--- config.mk ---
export PLATFORM = sky130hd
export DESIGN_NAME = alu_seq
export DESIGN_NICKNAME = d
export VERILOG_FILES = /design/src/rtl/alu_seq.sv
export SDC_FILE = /design/constraint.sdc
export NUM_CORES = 2
export LEC_CHECK = 0
export ABC_AREA = 1
export CAP_MARGIN = 20
export CORE_MARGIN = 10
export CORE_UTILIZATION = 35
export CTS_CLUSTER_SIZE = 20
export DETAILED_ROUTE_END_ITERATION = 8
export PLACE_DENSITY = 0.48
export SLEW_MARGIN = 0
export SYNTH_ARGS = -nofsm -noshare
export SYNTH_HDL_FRONTEND = slang
export SYNTH_SLANG_ARGS = --single-unit
--- constraint.sdc ---
create_clock -name clk -period 9.1 [get_ports clk]
set_input_delay 0.91 -clock clk [delete_from_list [all_inputs] [get_ports clk]]
set_output_delay 0.91 -clock clk [all_outputs]
set_load 0.01 [all_outputs]
--- src/rtl/alu_seq.sv ---
// Handshaked ALU: captures operands in IDLE, computes in EXEC (or MUL), holds the result in DONE.
// Define ALU_SEQ_MUL_EN to build the iterative shift-add multiplier for op 12.
module alu_seq #(
    parameter int WIDTH = 64,
    parameter int SHW   = $clog2(WIDTH)
) (
    input  logic             clk,
    input  logic             rst,
    input  logic             in_valid,
    output logic             in_ready,
    input  logic [WIDTH-1:0] a,
    input  logic [WIDTH-1:0] b,
    input  logic             cin,
    input  logic [3:0]       op,
    output logic             out_valid,
    input  logic             out_ready,
    output logic [WIDTH-1:0] result,
    output logic             zero,
    output logic             negative,
    output logic             carry,
    output logic             overflow,
    output logic             illegal
);

    localparam logic [1:0] S_IDLE = 2'd0;
    localparam logic [1:0] S_EXEC = 2'd1;
    localparam logic [1:0] S_MUL  = 2'd2;
    localparam logic [1:0] S_DONE = 2'd3;

    localparam logic [3:0] OP_AND  = 4'd0;
    localparam logic [3:0] OP_OR   = 4'd1;
    localparam logic [3:0] OP_XOR  = 4'd2;
    localparam logic [3:0] OP_NOR  = 4'd3;
    localparam logic [3:0] OP_ADD  = 4'd4;
    localparam logic [3:0] OP_SUB  = 4'd5;
    localparam logic [3:0] OP_ADDC = 4'd6;
    localparam logic [3:0] OP_SLT  = 4'd7;
    localparam logic [3:0] OP_SLTU = 4'd8;
    localparam logic [3:0] OP_SLL  = 4'd9;
    localparam logic [3:0] OP_SRL  = 4'd10;
    localparam logic [3:0] OP_SRA  = 4'd11;
    localparam logic [3:0] OP_MUL  = 4'd12;

    logic [1:0]       r_state;
    logic [WIDTH-1:0] r_a;
    logic [WIDTH-1:0] r_b;
    logic             r_cin;
    logic [3:0]       r_op;
    logic [WIDTH-1:0] r_result;
    logic             r_zero;
    logic             r_negative;
    logic             r_carry;
    logic             r_overflow;
    logic             r_illegal;

    logic [SHW-1:0]   w_sh;
    logic             w_cin_eff;
    logic [WIDTH:0]   w_sum;
    logic [WIDTH:0]   w_diff;
    logic [WIDTH-1:0] w_res;
    logic             w_c;
    logic             w_v;
    logic             w_ill;

`ifdef ALU_SEQ_MUL_EN
    logic [2*WIDTH-1:0] r_prod;
    logic [2*WIDTH-1:0] r_mcand;
    logic [SHW:0]       r_cnt;
    logic [2*WIDTH-1:0] w_prod_next;

    assign w_prod_next = r_prod + (r_b[0] ? r_mcand : '0);
`endif

    assign w_sh      = r_b[SHW-1:0];
    assign w_cin_eff = (r_op == OP_ADDC) & r_cin;
    assign w_sum     = {1'b0, r_a} + {1'b0, r_b} + {{WIDTH{1'b0}}, w_cin_eff};
    assign w_diff    = {1'b0, r_a} - {1'b0, r_b};

    always_comb begin
        w_res = '0;
        w_c   = 1'b0;
        w_v   = 1'b0;
        w_ill = 1'b0;
        case (r_op)
            OP_AND:  w_res = r_a & r_b;
            OP_OR:   w_res = r_a | r_b;
            OP_XOR:  w_res = r_a ^ r_b;
            OP_NOR:  w_res = ~(r_a | r_b);
            OP_ADD, OP_ADDC: begin
                w_res = w_sum[WIDTH-1:0];
                w_c   = w_sum[WIDTH];
                w_v   = (r_a[WIDTH-1] == r_b[WIDTH-1]) && (w_sum[WIDTH-1] != r_a[WIDTH-1]);
            end
            OP_SUB: begin
                w_res = w_diff[WIDTH-1:0];
                w_c   = ~w_diff[WIDTH];
                w_v   = (r_a[WIDTH-1] != r_b[WIDTH-1]) && (w_diff[WIDTH-1] != r_a[WIDTH-1]);
            end
            OP_SLT:  w_res = {{(WIDTH-1){1'b0}}, ($signed(r_a) < $signed(r_b))};
            OP_SLTU: w_res = {{(WIDTH-1){1'b0}}, (r_a < r_b)};
            OP_SLL:  w_res = r_a << w_sh;
            OP_SRL:  w_res = r_a >> w_sh;
            OP_SRA:  w_res = $unsigned($signed(r_a) >>> w_sh);
            // MUL never reaches EXEC when the multiplier is built
            OP_MUL:  w_ill = 1'b1;
            default: w_ill = 1'b1;
        endcase
    end

    always_ff @(posedge clk) begin
        if (rst) begin
            r_state    <= S_IDLE;
            r_a        <= '0;
            r_b        <= '0;
            r_cin      <= 1'b0;
            r_op       <= '0;
            r_result   <= '0;
            r_zero     <= 1'b0;
            r_negative <= 1'b0;
            r_carry    <= 1'b0;
            r_overflow <= 1'b0;
            r_illegal  <= 1'b0;
`ifdef ALU_SEQ_MUL_EN
            r_prod     <= '0;
            r_mcand    <= '0;
            r_cnt      <= '0;
`endif
        end else begin
            case (r_state)
                S_IDLE: begin
                    if (in_valid) begin
                        r_a   <= a;
                        r_b   <= b;
                        r_cin <= cin;
                        r_op  <= op;
`ifdef ALU_SEQ_MUL_EN
                        r_prod  <= '0;
                        r_mcand <= {{WIDTH{1'b0}}, a};
                        r_cnt   <= (SHW+1)'(WIDTH-1);
                        r_state <= (op == OP_MUL) ? S_MUL : S_EXEC;
`else
                        r_state <= S_EXEC;
`endif
                    end
                end
                S_EXEC: begin
                    r_result   <= w_res;
                    r_zero     <= (w_res == '0);
                    r_negative <= w_res[WIDTH-1];
                    r_carry    <= w_c;
                    r_overflow <= w_v;
                    r_illegal  <= w_ill;
                    r_state    <= S_DONE;
                end
                S_MUL: begin
`ifdef ALU_SEQ_MUL_EN
                    // LSB-first: multiplier bits shift out of r_b, multiplicand shifts left
                    r_prod  <= w_prod_next;
                    r_mcand <= r_mcand << 1;
                    r_b     <= r_b >> 1;
                    r_cnt   <= r_cnt - 1'b1;
                    if (r_cnt == '0) begin
                        r_result   <= w_prod_next[WIDTH-1:0];
                        r_zero     <= (w_prod_next[WIDTH-1:0] == '0);
                        r_negative <= w_prod_next[WIDTH-1];
                        r_carry    <= |w_prod_next[2*WIDTH-1:WIDTH];
                        r_overflow <= 1'b0;
                        r_illegal  <= 1'b0;
                        r_state    <= S_DONE;
                    end
`else
                    r_state <= S_IDLE;
`endif
                end
                S_DONE: begin
                    if (out_ready) begin
                        r_state <= S_IDLE;
                    end
                end
                default: r_state <= S_IDLE;
            endcase
        end
    end

    assign in_ready  = (r_state == S_IDLE);
    assign out_valid = (r_state == S_DONE);
    assign result    = r_result;
    assign zero      = r_zero;
    assign negative  = r_negative;
    assign carry     = r_carry;
    assign overflow  = r_overflow;
    assign illegal   = r_illegal;

endmodule

==> key figures <==
Pwr
  • P_int: 2.612 mW
  • Total power divided by cell area: between 150 and 200 nW/um^2
  • Net Sw Frac: between 50% and 60%
  • Logic pwr share: between 50 and 60%
  • Maximum VDD drop: roughly 0.16 mV
  • Lkg Pwr: around 17 nW
  • Seq pwr share: about a fifth
  • Net Sw Power: about 3.3 mW
  • Power share of the clock group: roughly a fifth

Global route
  • Total grt overflow: 0
  • Vias in the first global route: ~38k
  • Pin count of the biggest net entering global routing: 140
  • Initial antenna violation count: 16
  • First-pass GRT wire length: ~280 mm
  • GRT Util Overall: ~39%

Clocking
  • CTS Buffer Depth: 3
  • Cts hold-fix bufs: 0
  • Post-CTS setup buffers: 0
  • Sinks on the clock net: 203
  • Num CTS Buffers: 28
  • Root buffer cell: clkbuf_16
  • H-tree depth: 1
  • Clock input transition at the sequential cells of the worst setup and hold paths: ~0.070 ns
  • CTS tree: done
  • PostCTS Resize Cnt: 0
  • Clock Latency Late Sink: between 0.6 and 0.7 ns

STA
  • Relative slew slack: 22.72%
  • Post-layout min period: 4.884 ns
  • Worst Tran Pin Value: roughly 1.2 ns
  • Max-slew violations: 0
  • Hold WS: ~0.48 ns
  • Ratio of final minimum period to clock period: a little over half
  • # setup viols final: 0
  • Final hold vios: 0
  • Fmax: a little over 0.2 GHz
  • Worst clock skew: 0.04196 ns
  • Setup total negative slack: 0 ns
  • RSZ-0062 raised after global routing: false

Drt
  • Wire per inst: approximately 29 um
  • TritonRoute pass-1 iters: 9
  • Starting DRC count in detailed routing: approximately 5.6k
  • Via density: around 5.9
  • DRC viols: 0
  • ANT nets after route: 0
  • Drt total wl: 202.2 mm
  • Via count: around 41k

Finish
  • Most common cell after layout, fill and taps aside: nand2_1
  • Share of cells above drive strength 1: under 10%
  • Fillers: approximately 10k
  • Final nets: 6086
  • P&R area growth vs syn: 12.55%
  • Most frequent cells in the layout: nand2_1, nand3_1, inv_1, nor2_1

Synthesis
  • EDFF count, synth: 0
  • Flops & latches, synth: 203
  • Distinct cells, synth: 48
  • Yosys warnings: 0
  • Cell count after synthesis: a little under 6k
  • Share of flip-flops with an asynchronous set or reset: 0%
  • Syn_nets: 6095
  • Mean Syn Cell Area: approximately 5.2 um^2
  • Cell area after synthesis: a little over 30000 um^2
  • Sequential area share after synthesis: 13.47%
  • Primary FF master, synth: dfxtp_1

Critical path
  • R2r startpoint: r_op[1]
  • Slowest CP cell: fa_1
  • Critical Path End: zero
  • Critical Path Fanout Max: 5
  • CP top delay family: simple AND/OR/NAND/NOR gates
  • Reg2reg path depth: 24
  • CP arrival: roughly 5.5 ns
  • Worst path cell trace: inv_1, nor2_1, nand3_1, fa_1, fa_1, inv_1, nand3_1, nor2_1, o21bai_1, nand2_1, nand2_1, nand2_1, nand2_1, nand3_1, nand3_1, nor2_1, nand2_1, nor2_1, nand2_1, nor2_1, nand3_1, nor2_1, nand2_1, a21oi_1
  • Cell depth of the worst setup path: 24
  • Most frequent cell on the critical path: nand2_1
  • Critical path origin: r_op[1]
  • CP endpoint kind: register
  • CP Class: register to register
  • Critical path required time: between 9 and 10 ns
  • Reg-to-reg slack, setup: about 4.2 ns
  • Startpoint Class: register
  • Slowest Stage Delay on Critical Path: between 0.5 and 0.6 ns
  • Capturing point of the worst reg2reg path: zero
  • Buf/Inv on CP: 2

Job
  • MaxCap Viol Count: 0

Floorplanning
  • Core area: 85410 um^2
  • Top Ports: ~210
  • # rows: between 100 and 150
  • Height of the chip: between 300 and 400 um
  • Total die area: just under 100000 um^2
  • Die Wd: ~310 um
  • Initial core utilization: between 30% and 40%

Place
  • Post-DP HPWL: 165.2 mm
  • I/O Buffers: 207
  • Final GP Congestion: about 1.1

Status
  • Status: completed

Min path
  • HP Class: register to register
synth_stat cells (64+ instances only):
cell | count | area (um^2)
a21oi_1 | 334 | 1672
o21ai_0 | 335 | 1677
nor2_1 | 578 | 2170
nand4_1 | 81 | 506.7
ha_1 | 193 | 2415
inv_1 | 701 | 2631
nand2_1 | 1622 | 6088
buf_2 | 103 | 515.5
clkbuf_1 | 130 | 488.0
dfxtp_1 | 203 | 4064
buf_1 | 64 | 240.2
nand3_1 | 1088 | 5445
flip-flops by register name, summed over array words and instances (netlist names):
| signal | flops |
|---|---|
| r_state | 2 |
| result | 64 |
| r_b | 64 |
| r_cin | 1 |
| r_op | 4 |
| illegal | 1 |
| zero | 1 |
| r_a | 64 |
| carry | 1 |
| overflow | 1 |
cell type report:
type / count / area, um^2 / area share [%]
Multi-Input combinational cell: 4532 / 22110 / 65.10
Sequential cell: 203 / 4080 / 12.02
Inverter: 714 / 2691 / 7.926
Timing Repair Buffer: 274 / 2620 / 7.716
Tap cell: 1144 / 1431 / 4.215
Clock buffer: 41 / 860.8 / 2.535
Clock inverter: 11 / 148.9 / 0.4385
Antenna cell: 7 / 17.52 / 0.05158
power by group through the flow:
stage               sequential (mW)  combinational, mW  clock (mW)
CTS                            1.13               3.34        1.26
global placement               1.14               3.35           0
detailed placement             1.14               3.33           0
floorplan                      1.08               1.96           0
finish                         1.14               3.50        1.25
global route                   1.14               3.68        1.29
metal layers:
layer / global-route usage [%] / vias up / wire length, um
li1: - / 18840 / -
met1: 49.03 / 19350 / 79700
met2: 60.03 / 2435 / 86580
met3: 9.469 / 531 / 22050
met4: 22.32 / 16 / 13750
met5: 0 / - / 129
worst reg2reg max path, delay by kind of cell (launching register included):
kind / cells / cell delay [ns]
and+or+nand+nor: 18 / 2.85
adders and majority gates: 2 / 1.00
DFF: 1 / 0.40
buffers and inverters: 2 / 0.32
AOI/OAI and AO/OA: 2 / 0.24
stage by stage:
step                util, %  setup slack [ns]  power (mW)  std cells  instance area, um^2
global route          39.74             4.028       6.109       6919                33940
floorplan                 -             5.920       3.038       5762                30170
finish                39.76             4.216       5.885       6926                33960
global placement      38.51             4.411       4.490       6865                32900
detailed placement    38.51             4.439       4.471       6865                32900
CTS                   39.69             4.416       5.732       6917                33910
worst min path at each step:
stage	slack (ns)	from	depth (start not counted)	end
after CTS	0.48	illegal	2	illegal
after global placement	0.47	illegal	2	illegal
after global routing	0.51	illegal	2	illegal
after detailed placement	0.47	illegal	2	illegal
after floorplan	0.45	r_cin	2	r_cin
final	0.48	illegal	2	illegal
cells by family after synthesis:
family | Yosys count | share of synthesized area [%]
fa+ha+maj | 196 | 8.203
xor+xnor | 2 | 0.05807
compound gates | 868 | 15.84
buf+inv | 1027 | 13.44
simple gates | 3466 | 48.99
flops | 203 | 13.47
Power figures use the tool's default switching activity.
